==> config.mk <==
export PLATFORM = sky130hd
export DESIGN_NAME = usbfs_debug_arbiter_flat
export DESIGN_NICKNAME = d
export VERILOG_FILES = /design/src/rtl/usbfs_debug_pkg.sv /design/src/rtl/usbfs_debug_arbiter_if.sv /design/src/rtl/usbfs_debug_fifo.sv /design/src/rtl/usbfs_debug_arbiter.sv /design/src/flat_wrapper.sv
export SDC_FILE = /design/constraint.sdc
export NUM_CORES = 1
export LEC_CHECK = 0
export CAP_MARGIN = 20
export CORE_MARGIN = 2
export CORE_UTILIZATION = 56
export CTS_CLUSTER_DIAMETER = 200
export DETAILED_ROUTE_END_ITERATION = 8
export PLACE_DENSITY = 0.75
export SETUP_SLACK_MARGIN = 0.02
export SKIP_LAST_GASP = 1
export SLEW_MARGIN = 40
export SYNTH_ARGS = -nofsm -noshare
export SYNTH_HDL_FRONTEND = slang
export SYNTH_HIERARCHICAL = 1
export SYNTH_SLANG_ARGS = --single-unit
==> constraint.sdc <==
create_clock -name clk -period 3.9 [get_ports clk]
set_input_delay 0.78 -clock clk [delete_from_list [all_inputs] [get_ports clk]]
set_output_delay 0.78 -clock clk [all_outputs]
set_load 0.02 [all_outputs]
==> src/rtl/usbfs_debug_pkg.sv <==
// usbfs_debug_pkg
//   Shared definitions for the USB full-speed debug-stream arbiter:
//   arbiter state encoding, the ASCII line terminator that ends a grant,
//   the drop-counter width and a saturating increment helper.
package usbfs_debug_pkg;

    typedef enum logic [1:0] {
        ARB_IDLE   = 2'd0,
        ARB_GRANT0 = 2'd1,
        ARB_GRANT1 = 2'd2
    } arb_state_t;

    localparam logic [7:0] ASCII_LF = 8'h0A;
    localparam int         DROP_W   = 8;

    // Increment that sticks at all-ones instead of wrapping.
    function automatic logic [DROP_W-1:0] sat_inc(input logic [DROP_W-1:0] v);
        if (v == {DROP_W{1'b1}}) begin
            return v;
        end
        return v + {{(DROP_W-1){1'b0}}, 1'b1};
    endfunction

endpackage

==> src/rtl/usbfs_debug_arbiter_if.sv <==
// usbfs_debug_arbiter_if
//   Byte-stream bundle of the debug arbiter.
//   s0_en/s0_data, s1_en/s1_data : source byte strobes, no backpressure.
//   out_valid/out_data/out_ready : stream to the UART transmitter.
//   Handshake: a byte transfers on a rising clk edge where out_valid and
//   out_ready are both high; once out_valid is high, out_data holds its
//   value and out_valid stays high until that transfer happens.
//   master : the side that drives the sources and out_ready.
//   slave  : the arbiter.
interface usbfs_debug_arbiter_if;
    logic       s0_en;
    logic [7:0] s0_data;
    logic       s1_en;
    logic [7:0] s1_data;
    logic       out_valid;
    logic [7:0] out_data;
    logic       out_ready;

    modport master (
        output s0_en, s0_data, s1_en, s1_data, out_ready,
        input  out_valid, out_data
    );

    modport slave (
        input  s0_en, s0_data, s1_en, s1_data, out_ready,
        output out_valid, out_data
    );
endinterface

==> src/rtl/usbfs_debug_fifo.sv <==
// usbfs_debug_fifo
//   Synchronous first-word-fall-through byte FIFO.
//   clk, rstn       : clock, asynchronous active-low reset (empties FIFO).
//   push, push_data : write strobe and byte; caller only pushes when the
//                     FIFO is not full or a pop happens in the same cycle.
//   pop             : consume head; caller only pops when not empty.
//   full, empty     : status; head : current oldest byte.
module usbfs_debug_fifo #(
    parameter int DEPTH = 64
) (
    input  logic       clk,
    input  logic       rstn,
    input  logic       push,
    input  logic [7:0] push_data,
    input  logic       pop,
    output logic       full,
    output logic       empty,
    output logic [7:0] head
);
    localparam int AW = $clog2(DEPTH);
    localparam logic [AW:0] PTR_ONE = {{AW{1'b0}}, 1'b1};

    // One extra pointer bit tells full from empty when the indices match.
    logic [AW:0] wr_ptr;
    logic [AW:0] rd_ptr;
    logic [7:0]  mem [DEPTH];

    assign empty = (wr_ptr == rd_ptr);
    assign full  = (wr_ptr[AW-1:0] == rd_ptr[AW-1:0]) && (wr_ptr[AW] != rd_ptr[AW]);
    assign head  = mem[rd_ptr[AW-1:0]];

    always_ff @(posedge clk or negedge rstn) begin
        if (!rstn) begin
            wr_ptr <= '0;
            rd_ptr <= '0;
        end else begin
            if (push) wr_ptr <= wr_ptr + PTR_ONE;
            if (pop)  rd_ptr <= rd_ptr + PTR_ONE;
        end
    end

    // Storage needs no reset: the pointers alone define what is valid.
    always_ff @(posedge clk) begin
        if (push) mem[wr_ptr[AW-1:0]] <= push_data;
    end
endmodule

==> src/rtl/usbfs_debug_arbiter.sv <==
// usbfs_debug_arbiter
//   Merges two ASCII debug byte streams (USB monitor, application) onto one
//   UART TX stream. Each source owns a FIFO; the arbiter grants one source
//   at a time and holds the grant until a line feed is sent or the granted
//   FIFO has stayed empty for IDLE_TO cycles, so lines never interleave.
//   clk, rstn        : clock, asynchronous active-low reset.
//   bus              : source strobes and output handshake (slave side).
//   clr              : synchronous clear of ovf and drop counters.
//   ovf              : sticky overflow flag per source.
//   drop0, drop1     : saturating dropped-byte counters.
//   dbg_state        : current arbiter state.
module usbfs_debug_arbiter
    import usbfs_debug_pkg::*;
#(
    parameter int DEPTH   = 64,
    parameter int IDLE_TO = 255
) (
    input  logic                 clk,
    input  logic                 rstn,
    usbfs_debug_arbiter_if.slave bus,
    input  logic                 clr,
    output logic [1:0]           ovf,
    output logic [DROP_W-1:0]    drop0,
    output logic [DROP_W-1:0]    drop1,
    output arb_state_t           dbg_state
);
    localparam logic [15:0] IDLE_LAST = 16'(IDLE_TO - 1);

    logic       full0, empty0, push0, pop0, drop_ev0;
    logic       full1, empty1, push1, pop1, drop_ev1;
    logic [7:0] head0, head1;

    arb_state_t  state, state_nxt;
    logic        rr_last, rr_nxt;      // source served last; 1 after reset
    logic [15:0] idle_cnt, idle_cnt_nxt;

    logic       granted, g_src, g_empty, pop;
    logic [7:0] g_head;

    assign granted = (state != ARB_IDLE);
    assign g_src   = (state == ARB_GRANT1);
    assign g_empty = g_src ? empty1 : empty0;
    assign g_head  = g_src ? head1 : head0;

    assign bus.out_valid = granted && !g_empty;
    assign bus.out_data  = bus.out_valid ? g_head : 8'h00;
    assign pop  = bus.out_valid && bus.out_ready;
    assign pop0 = pop && !g_src;
    assign pop1 = pop && g_src;

    // A full FIFO still takes a byte when its own head leaves this cycle.
    assign push0    = bus.s0_en && (!full0 || pop0);
    assign push1    = bus.s1_en && (!full1 || pop1);
    assign drop_ev0 = bus.s0_en && full0 && !pop0;
    assign drop_ev1 = bus.s1_en && full1 && !pop1;

    usbfs_debug_fifo #(.DEPTH(DEPTH)) u_fifo0 (
        .clk(clk), .rstn(rstn), .push(push0), .push_data(bus.s0_data),
        .pop(pop0), .full(full0), .empty(empty0), .head(head0)
    );

    usbfs_debug_fifo #(.DEPTH(DEPTH)) u_fifo1 (
        .clk(clk), .rstn(rstn), .push(push1), .push_data(bus.s1_data),
        .pop(pop1), .full(full1), .empty(empty1), .head(head1)
    );

    always_comb begin
        state_nxt    = state;
        rr_nxt       = rr_last;
        idle_cnt_nxt = idle_cnt;
        case (state)
            ARB_IDLE: begin
                idle_cnt_nxt = '0;
                if (!empty0 && !empty1) begin
                    state_nxt = rr_last ? ARB_GRANT0 : ARB_GRANT1;
                end else if (!empty0) begin
                    state_nxt = ARB_GRANT0;
                end else if (!empty1) begin
                    state_nxt = ARB_GRANT1;
                end
            end
            ARB_GRANT0, ARB_GRANT1: begin
                if (pop && g_head == ASCII_LF) begin
                    state_nxt    = ARB_IDLE;
                    rr_nxt       = g_src;
                    idle_cnt_nxt = '0;
                end else if (g_empty) begin
                    // This cycle is the IDLE_TO-th empty one when the count
                    // already holds IDLE_TO-1.
                    if (idle_cnt == IDLE_LAST) begin
                        state_nxt    = ARB_IDLE;
                        idle_cnt_nxt = '0;
                    end else begin
                        idle_cnt_nxt = idle_cnt + 16'd1;
                    end
                end else begin
                    idle_cnt_nxt = '0;
                end
            end
            default: state_nxt = ARB_IDLE;
        endcase
    end

    always_ff @(posedge clk or negedge rstn) begin
        if (!rstn) begin
            state    <= ARB_IDLE;
            rr_last  <= 1'b1;
            idle_cnt <= '0;
        end else begin
            state    <= state_nxt;
            rr_last  <= rr_nxt;
            idle_cnt <= idle_cnt_nxt;
        end
    end

    // A drop coinciding with clr survives the clear as a single count.
    always_ff @(posedge clk or negedge rstn) begin
        if (!rstn) begin
            ovf   <= 2'b00;
            drop0 <= '0;
            drop1 <= '0;
        end else if (clr) begin
            ovf   <= {drop_ev1, drop_ev0};
            drop0 <= {{(DROP_W-1){1'b0}}, drop_ev0};
            drop1 <= {{(DROP_W-1){1'b0}}, drop_ev1};
        end else begin
            if (drop_ev0) begin
                ovf[0] <= 1'b1;
                drop0  <= sat_inc(drop0);
            end
            if (drop_ev1) begin
                ovf[1] <= 1'b1;
                drop1  <= sat_inc(drop1);
            end
        end
    end

    assign dbg_state = state;
endmodule

==> src/flat_wrapper.sv <==
// flat-port wrapper written by rule: the top's interface ports become plain ports
module usbfs_debug_arbiter_flat import usbfs_debug_pkg::*;
#(
    parameter int DEPTH   = 64,
    parameter int IDLE_TO = 255
)
  (clk, rstn, clr, ovf, drop0, drop1, dbg_state, bus_s0_en, bus_s0_data, bus_s1_en, bus_s1_data, bus_out_ready, bus_out_valid, bus_out_data);
  usbfs_debug_arbiter_if bus_i ();
  input  logic clk;
  input  logic rstn;
  input  logic clr;
  output logic [1:0] ovf;
  output logic [DROP_W-1:0] drop0;
  output logic [DROP_W-1:0] drop1;
  output arb_state_t dbg_state;
  input wire logic [$bits(bus_i.s0_en)-1:0] bus_s0_en;
  input wire logic [$bits(bus_i.s0_data)-1:0] bus_s0_data;
  input wire logic [$bits(bus_i.s1_en)-1:0] bus_s1_en;
  input wire logic [$bits(bus_i.s1_data)-1:0] bus_s1_data;
  input wire logic [$bits(bus_i.out_ready)-1:0] bus_out_ready;
  output wire logic [$bits(bus_i.out_valid)-1:0] bus_out_valid;
  output wire logic [$bits(bus_i.out_data)-1:0] bus_out_data;
  assign bus_i.s0_en = bus_s0_en;
  assign bus_i.s0_data = bus_s0_data;
  assign bus_i.s1_en = bus_s1_en;
  assign bus_i.s1_data = bus_s1_data;
  assign bus_i.out_ready = bus_out_ready;
  assign bus_out_valid = bus_i.out_valid;
  assign bus_out_data = bus_i.out_data;
  usbfs_debug_arbiter #(.DEPTH(DEPTH), .IDLE_TO(IDLE_TO)) u_core (.clk(clk), .rstn(rstn), .bus(bus_i), .clr(clr), .ovf(ovf), .drop0(drop0), .drop1(drop1), .dbg_state(dbg_state));
endmodule
==> results of run 1 <==
[through the flow]
step | setup slack (ps) | TNS (ps) | cell area (um2) | instances | util (%)
2_1_floorplan | -96.94 | -19330 | 44170 | 2332 | -
3_3_place_gp | -274.4 | -4179 | 47130 | 3524 | 60.84
3_5_place_dp | -253.6 | -20380 | 47160 | 3524 | 60.88
4_1_cts | -496.8 | -3739 | 50960 | 3738 | 65.78
5_1_grt | -526.5 | -4125 | 51480 | 3755 | 66.46
6_report | -463.4 | -3378 | 51480 | 3755 | 66.46
[cells in the mapped netlist (8+ instances only)]
master,number
or3_1,14
o21ai_1,11
xnor2_1,23
o21ai_0,38
clkbuf_1,55
mux2i_1,109
and2_1,12
nor2b_1,16
nor3_1,29
ha_1,12
a221oi_1,15
nand2b_1,10
mux2_2,30
edfxtp_1,1024
buf_6,13
xor2_1,20
nand4_1,20
buf_4,20
nor4_1,11
o22ai_1,36
buf_2,35
a21oi_1,41
nand2_1,65
inv_1,21
dfrtp_1,64
a211oi_1,11
o31ai_1,15
o311ai_1,8
a221o_1,16
nand3b_1,13
nor2_1,175
mux4_1,16
nand3_1,45
mux4_2,197
[sequential cells by signal, indices dropped and copies added (netlist names), 8 cells and up]
name	cells
u_core/idle_cnt	16
u_core/u_fifo1/mem	512
u_core/drop0	8
u_core/drop1	8
u_core/u_fifo0/mem	512
[cell type report]
class,instances,share of cell area (%)
flip-flops and latches,1089,62.94
multi-input cells,1087,22.26
repair buffers,328,5.896
clock buffers,123,5.213
well taps,1040,2.528
clock inverters,66,1.001
inverters,22,0.1604
[final timing paths]
check | end | slack [ps] | depth (start not counted) | from
worst max register to register | u_core/dbg_state[0]$_DFFE_PN0P_ | -90 | 14 | u_core/u_fifo0/rd_ptr[0]$_DFFE_PN0P_
max in group asynchronous | u_core/u_fifo1/rd_ptr[1]$_DFFE_PN0P_ | 3260 | 1 | rstn
min in group clk | u_core/ovf[1]$_DFFE_PN0P_ | 480 | 1 | u_core/ovf[1]$_DFFE_PN0P_
worst min-delay path | u_core/u_fifo0/rd_ptr[0]$_DFFE_PN0P_ | 100 | 1 | rstn
worst min register to register | u_core/ovf[1]$_DFFE_PN0P_ | 480 | 1 | u_core/ovf[1]$_DFFE_PN0P_
worst max-delay path | bus_out_data[4] | -460 | 10 | u_core/u_fifo0/rd_ptr[0]$_DFFE_PN0P_
[repair_timing]
item / in CTS / in global routing
resized for setup: 123 / 116
gates cloned: 7 / 1
setup buffers: 18 / 19
setup endpoints to repair: 353 / 842
pin swaps: 19 / 17
[metal layers]
metal	track usage [%]	part of all wire [%]	wire length (um)
met1	35.15	38	39860
met2	43.14	50	52470
met3	4.260	8.3	8596
met4	8.135	2.9	3010
met5	0	0	0
[worst max-delay path: stages, from the launching register on]
cell and delay (ps):
dfrtp_4 520, buf_12 160, buf_4 130, mux4_2 490, mux4_2 520, nor2_1 160, nor4_1 90, or3_1 390
mux2i_4 220, nor2_1 70, buf_2 160
[cell families (layout without fill, tap and decap cells)]
logic type | count (synthesis) | after routing | synth area share, %
simple gates | 447 | 447 | 4.986
xor+xnor | 43 | 43 | 0.8581
compound gates | 233 | 233 | 3.677
buf+inv | 156 | 539 | 2.047
flops | 1089 | 1089 | 73.77
mux | 352 | 352 | 14.32
fa+ha+maj | 12 | 12 | 0.3421
[where the power goes]
| part | switching [mW] | leakage [nW] | total, mW | internal (mW) |
|---|---|---|---|---|
| clock | 4.31 | 1.55 | 9.47 | 5.15 |
| combinational | 6.76 | 5.21 | 12.6 | 5.86 |
| sequential | 0.416 | 10.1 | 13.7 | 13.3 |
| total | 11.5 | 16.8 | 35.8 | 24.3 |
==> results.md, run 1 <==
Run status:
- The run finished, with violations left.
- The final reports fail on negative setup slack.

Global routing:
- The total routing usage reported by global routing is 25.81%.
- The initial antenna violation count is 1.
- Entering global routing, the biggest net connects 66 pins.
- The global-route wire length before repair is 155,500 um.
- The via count of the first global-routing pass was 24,150.
- Summed over all layers, the global routing overflow is 0.

Drt:
- The number of design-rule violations left by the first detailed-router iteration is 3,027.
- For this block, the routed nets add up to 103,900 um of wire.
- The vias after detailed routing is 24,040.
- After detailed routing, the number of vias per cell comes to 6.401.
- The final antenna-violating net count is 0.
- The iteration count of the initial detailed-routing pass is 5.
- For this run, design rule violations remaining after detail routing come to 0.
- The routed wire length per instance is 27.68 um.

Job:
- The max-capacitance violation count is 0.

STA:
- The relative max-transition margin is 46.30%.
- The worst clock skew on the final layout is 38.93 ps.
- Setup repair after global routing could not meet its margin everywhere.
- At the pin with the least slew margin, the transition time is 802.5 ps.
- The final count of negative-setup-slack endpoints is 10.
- The smallest setup slack after layout is -463.4 ps.
- For this run, the top clock speed supported by timing is 229.2 MHz.
- On the final layout, the worst hold slack is 97.69 ps.
- The final period utilization is 111.9%.
- The max-slew violation count was 0.
- Counting I/O delays and the setup requirement, the final critical path takes 4363 ps.
- The hold violation total from the final report is 0.

Clock tree:
- Clock tree synthesis inserted a total of 104 buffers.
- The tree is rooted in a clkbuf_16.
- The number of hold buffers added after CTS was 0.
- The H-tree generated during clock tree synthesis spans 3 levels.
- In this run the deepest clock path goes through 3 buffers.
- Clock tree synthesis found a total of 1,089 sinks.
- TritonCTS built the clock tree.
- After clock tree synthesis, the clock-pin slew on the worst setup and hold paths is 60 ps.
- The later-pin clock latency in the skew report is 680 ps.

Synthesis:
- edfxtp_1 takes more of the synthesized area than any other cell.
- Yosys mapped a number of flops with a built-in enable equal to 1,024.
- The mean instance size in the synthesized netlist is 18.82 um2.
- Synthesis produced a netlist whose cell count is 2,332.
- During synthesis, Yosys emitted a total of 6 warnings.
- Synthesis instantiated 74 different standard cells from the library.
- The most used flip-flop cell after synthesis is edfxtp_1.
- After synthesis the netlist holds a flip-flop and latch count of 1,089.
- The synthesized netlist net count is 2,366.
- Counting flops with an async set or reset pin after synthesis yields a share of 5.969%.
- Yosys attributes the largest share of cell area to edfxtp_1 70%, mux4_2 10%, dfrtp_1 3.6%.
- The total standard cell area after synthesis is 43,890 um2.
- The portion of the post-synthesis area used by sequential elements is 73.77%.
- Of the post-synthesis cell area, the dominant cell type holds 70.06%.

Cells and area:
- 0 antenna diodes ended up in the layout.
- The layout-stage area growth over the synthesis result is 17.29%.
- In the layout the commonest cells are 1,024 x edfxtp_1, 250 x buf_4, 210 x mux4_2.
- The fill cell total of the finished layout is 4,920.
- The most common cell after layout, fill and taps aside is edfxtp_1.
- In the final layout, the multi-input gates occupy 11,460 um2.
- The flip-flop and latch area is 32,400 um2.
- The final net count is 2,666.
- The post-route netlist has 32.34% of its cells at a drive strength greater than 1.

Place:
- The count of input and output buffers is 50.
- Routability-driven placement finished with a final weighted congestion of 0.8759.
- The final HPWL from detailed placement is 65,270 um.

Die:
- The count of pins on the block boundary is 51.
- The total die area is 80,630 um2.
- The width of the chip is 284.0 um.
- After floorplanning, the core was divided into 102 placement rows.
- After floorplanning, the core was sized to cover 77,470 um2.
- The die is 284.0 um tall.
- Once the floorplan was initialized, standard cells occupied 56.66% of the core.

Worst setup path:
- The setup path with the least slack is of type register to primary output.
- At the worst endpoint, the arrival time is 3580 ps.
- STA classifies the critical path endpoint as a primary output.
- The startpoint type of the worst setup path is a register.
- At the worst endpoint, the required time is 3120 ps.
- Along the worst path, the maximum fanout reaches 7.

Hold path:
- The path class of the tightest hold or removal check is primary input to asynchronous set/reset pin.

Power and ir drop:
- The worst ir drop on vdd is 0.0007333 V.
- After layout, the design draws a total of 35.83 mW.
- The power density of the placed cells is 695.9 nW/um2.
- The leakage power summed over all cells is 16.83 nW.
No activity file was read; power rests on OpenSTA's default activity.
==> inputs of run 2 (changes only) <==
--- a/config.mk
+++ b/config.mk
@@ -6,6 +6,7 @@
 export NUM_CORES = 1
 export LEC_CHECK = 0
 export CAP_MARGIN = 20
+export CORE_ASPECT_RATIO = 1.25
 export CORE_MARGIN = 2
 export CORE_UTILIZATION = 56
 export CTS_CLUSTER_DIAMETER = 200
==> results.md, run 2 (synthesis gave the netlist of run 1 again) <==
Die:
- The core region area is 77,450 um2 (was 77,470 um2).
- The total die area is 80,650 um2 (was 80,630 um2).
- The count of pins on the block boundary was 51 (unchanged).
- The starting density of the core is 56.67% (was 56.66%).
- The die span in y was 317.0 um (was 284.0 um).
- The number of rows in the core area came to 114 (was 102).
- The width of the chip is 254.4 um (was 284.0 um).

Worst setup path:
- The maximum fanout count along the critical path was 7 (unchanged).
- The critical path class is register to primary output (unchanged).
- The worst reg2reg path depth is 14 (unchanged).
- The master of the slowest instance on the critical path is mux4_2 (was dfrtp_4).
- The endpoint required time on the critical path was 3120 ps (about the same).
- The critical register-to-register path startpoint is u_core/u_fifo0/rd_ptr[0]$_DFFE_PN0P_ (unchanged).
- The launch point of the critical path is u_core/u_fifo0/rd_ptr[0]$_DFFE_PN0P_ (unchanged).
- Cell-by-cell trace of the critical path: buf_12, buf_12, mux4_2, mux4_2, nor2_2, nor4_2, or3_4, mux2i_4, nor2_1, buf_4 (was buf_12, buf_4, mux4_2, mux4_2, nor2_1, nor4_1, or3_1, mux2i_4, nor2_1, buf_2).
- The data arrival at the endpoint of the critical path is 3650 ps (was 3580 ps).
- The delay of the slowest critical-path stage was 580 ps (was 520 ps).
- The worst reg2reg path endpoint is u_core/dbg_state[0]$_DFFE_PN0P_ (unchanged).
- The category of the worst setup path capture point is a primary output (unchanged).
- The capture point of the critical path is bus_out_data[0] (was bus_out_data[4]).
- The startpoint type of the worst setup path is a register (unchanged).
- The setup slack of the worst register-to-register path is -260 ps (was -90 ps).

Job:
- The max-capacitance violation count came to 0 (unchanged).

Clock tree:
- The maximum clock insertion buffer count was 3 (unchanged).
- The number of H-tree levels is 3 (unchanged).
- The later-pin clock latency in the skew report is 680 ps (about the same).
- The clock root buffer is clkbuf_16 (unchanged).
- The number of sinks driven by the clock tree is 1,089 (unchanged).
- The clock transition at the registers of the reported paths is 70 ps (was 60 ps).
- The clock tree from TritonCTS is done (unchanged).
- The number of buffers created by CTS came to 99 (was 104).

Cells and area:
- The layout-stage area growth over the synthesis result is 17.59% (was 17.29%).
- The flip-flop and latch area is 32,400 um2 (about the same).
- The number of inserted diodes is 0 (unchanged).
- The most common cell after layout, fill and taps aside is edfxtp_1 (unchanged).
- The proportion of layout cells with a drive suffix above 1 came to 32.76% (was 32.34%).
- Most frequent cells in the layout: 1,024 x edfxtp_1, 261 x buf_4, 199 x mux4_2 (was 1,024 x edfxtp_1, 250 x buf_4, 210 x mux4_2).
- The final net count is 2,675 (was 2,666).
- The final core utilization was 66.63% (was 66.46%).
- The fill cell total of the finished layout came to 4,905 (was 4,920).
- The multi-input logic area is 11,430 um2 (was 11,460 um2).

Drt:
- The overall routed net length is 107,500 um (was 103,900 um).
- The vias after detailed routing is 24,120 (was 24,040).
- The number of design-rule violations left by the first detailed-router iteration is 2,644 (was 3,027).
- The final antenna-violating net count is 0 (unchanged).
- The routed wire length per instance is 28.54 um (was 27.68 um).
- The post-detailed-route DRC marker count came to 0 (unchanged).
- The number of vias per cell after detailed routing came to 6.403 (was 6.401).
- The iteration count of the initial detailed-routing pass is 6 (was 5).

Run status:
- Failing checks: negative setup slack (unchanged).
- Result of the run: complete, but fails checks (unchanged).

Global routing:
- The maximum number of pins on one net before global-route repair is 66 (unchanged).
- The total congestion overflow is 0 (unchanged).
- The via count of the first global-routing pass is 24,270 (was 24,150).
- The total routing usage reported by global routing is 27.15% (was 25.81%).
- The initial antenna violation count came to 3 (was 1).
- The global-route wire length before repair is 158,300 um (was 155,500 um).

Place:
- The routability congestion estimate from global placement was 0.9454 (was 0.8759).
- The worst setup timing slack at the placement stage is -170.4 ps (was -253.6 ps).
- The count of input and output buffers is 50 (unchanged).
- The final HPWL from detailed placement was 68,110 um (was 65,270 um).

STA:
- The final count of negative-setup-slack endpoints is 11 (was 10).
- RSZ-0062 raised after global routing: yes (unchanged).
- The smallest setup slack after layout came to -531.6 ps (was -463.4 ps).
- The hold violation total from the final report came to 0 (unchanged).
- The worst clock skew on the final layout came to 31.11 ps (was 38.93 ps).
- The highest clock frequency the design can meet is 225.7 MHz (was 229.2 MHz).
- The hold slack is 115.9 ps (was 97.69 ps).
- The transition at the pin with the smallest max-transition slack is 804.1 ps (was 802.5 ps).
- The shortest clock period the worst path allows after layout is 4432 ps (was 4363 ps).
- The relative max-transition margin is 46.19% (was 46.30%).
- The final period utilization came to 113.6% (was 111.9%).
- The max-slew violation count came to 0 (unchanged).

Hold path:
- The path class of the lowest-slack min-delay path is primary input to asynchronous set/reset pin (unchanged).

Power and ir drop:
- The power density of the placed cells came to 696.1 nW/um2 (was 695.9 nW/um2).
- The leakage power summed over all cells is 16.99 nW (was 16.83 nW).
- The worst ir drop on vdd is 0.0007281 V (was 0.0007333 V).
[run 2: how the worst min path moves through the flow]
stage	from	to	slack [ps]	cells after the start
finish	rstn	u_core/drop1[5]$_DFFE_PN0P_	120	1
detailed placement	u_core/u_fifo0/rd_ptr[6]$_DFFE_PN0P_	u_core/u_fifo0/rd_ptr[6]$_DFFE_PN0P_	480	1
floorplan	u_core/u_fifo0/wr_ptr[6]$_DFFE_PN0P_	u_core/u_fifo0/wr_ptr[6]$_DFFE_PN0P_	460	1
CTS	rstn	u_core/u_fifo0/wr_ptr[3]$_DFFE_PN0P_	150	1
global placement	u_core/u_fifo0/wr_ptr[6]$_DFFE_PN0P_	u_core/u_fifo0/wr_ptr[6]$_DFFE_PN0P_	480	1
global route	rstn	u_core/drop1[5]$_DFFE_PN0P_	170	1
[run 2: final cells by class]
type / count / area share [%]
Timing Repair Buffer: 342 / 6.252
Tap cell: 1044 / 2.531
Multi-Input combinational cell: 1087 / 22.14
Inverter: 22 / 0.1600
Clock inverter: 60 / 0.8849
Clock buffer: 123 / 5.256
Sequential cell: 1089 / 62.78
[run 2: worst max-delay path, delay by kind of cell, from the launching register on]
family,cells,cell delay (ps)
buf+inv,3,420
flops,1,520
mux,3,1300
simple gates,4,710
[run 2: where the power goes]
part	total [mW]	switching, mW	internal, mW	leakage [nW]
Clock	9.47	4.25	5.22	1.55
Sequential	13.7	0.384	13.3	10.1
Combinational	12.7	6.78	5.96	5.37
Total	35.9	11.4	24.5	17.0
[run 2: through the flow]
stage	TNS [ps]	cell area, um2	power (mW)	instances
final	-4420	51610	35.93	3767
after global routing	-5080	51610	37.03	3767
after CTS	-4133	51180	35.33	3760
after detailed placement	-1057	47470	25.08	3556
after global placement	-934.4	47450	24.85	3556
after floorplan	-19330	44170	20.74	2332
[run 2: routing by layer]
metal / global-route usage [%] / share of wire [%]
met1: 34.09 / 36
met5: 0 / 0.029
met4: 12.11 / 4.7
met3: 4.289 / 7.0
met2: 46.99 / 52
[run 2: repair_timing]
action	in CTS	in global routing
setup buffers	14	8
pin swaps	13	11
resized for setup	103	91
hold buffers	0	0
cloned	8	1
endpoints found under the setup margin	95	507
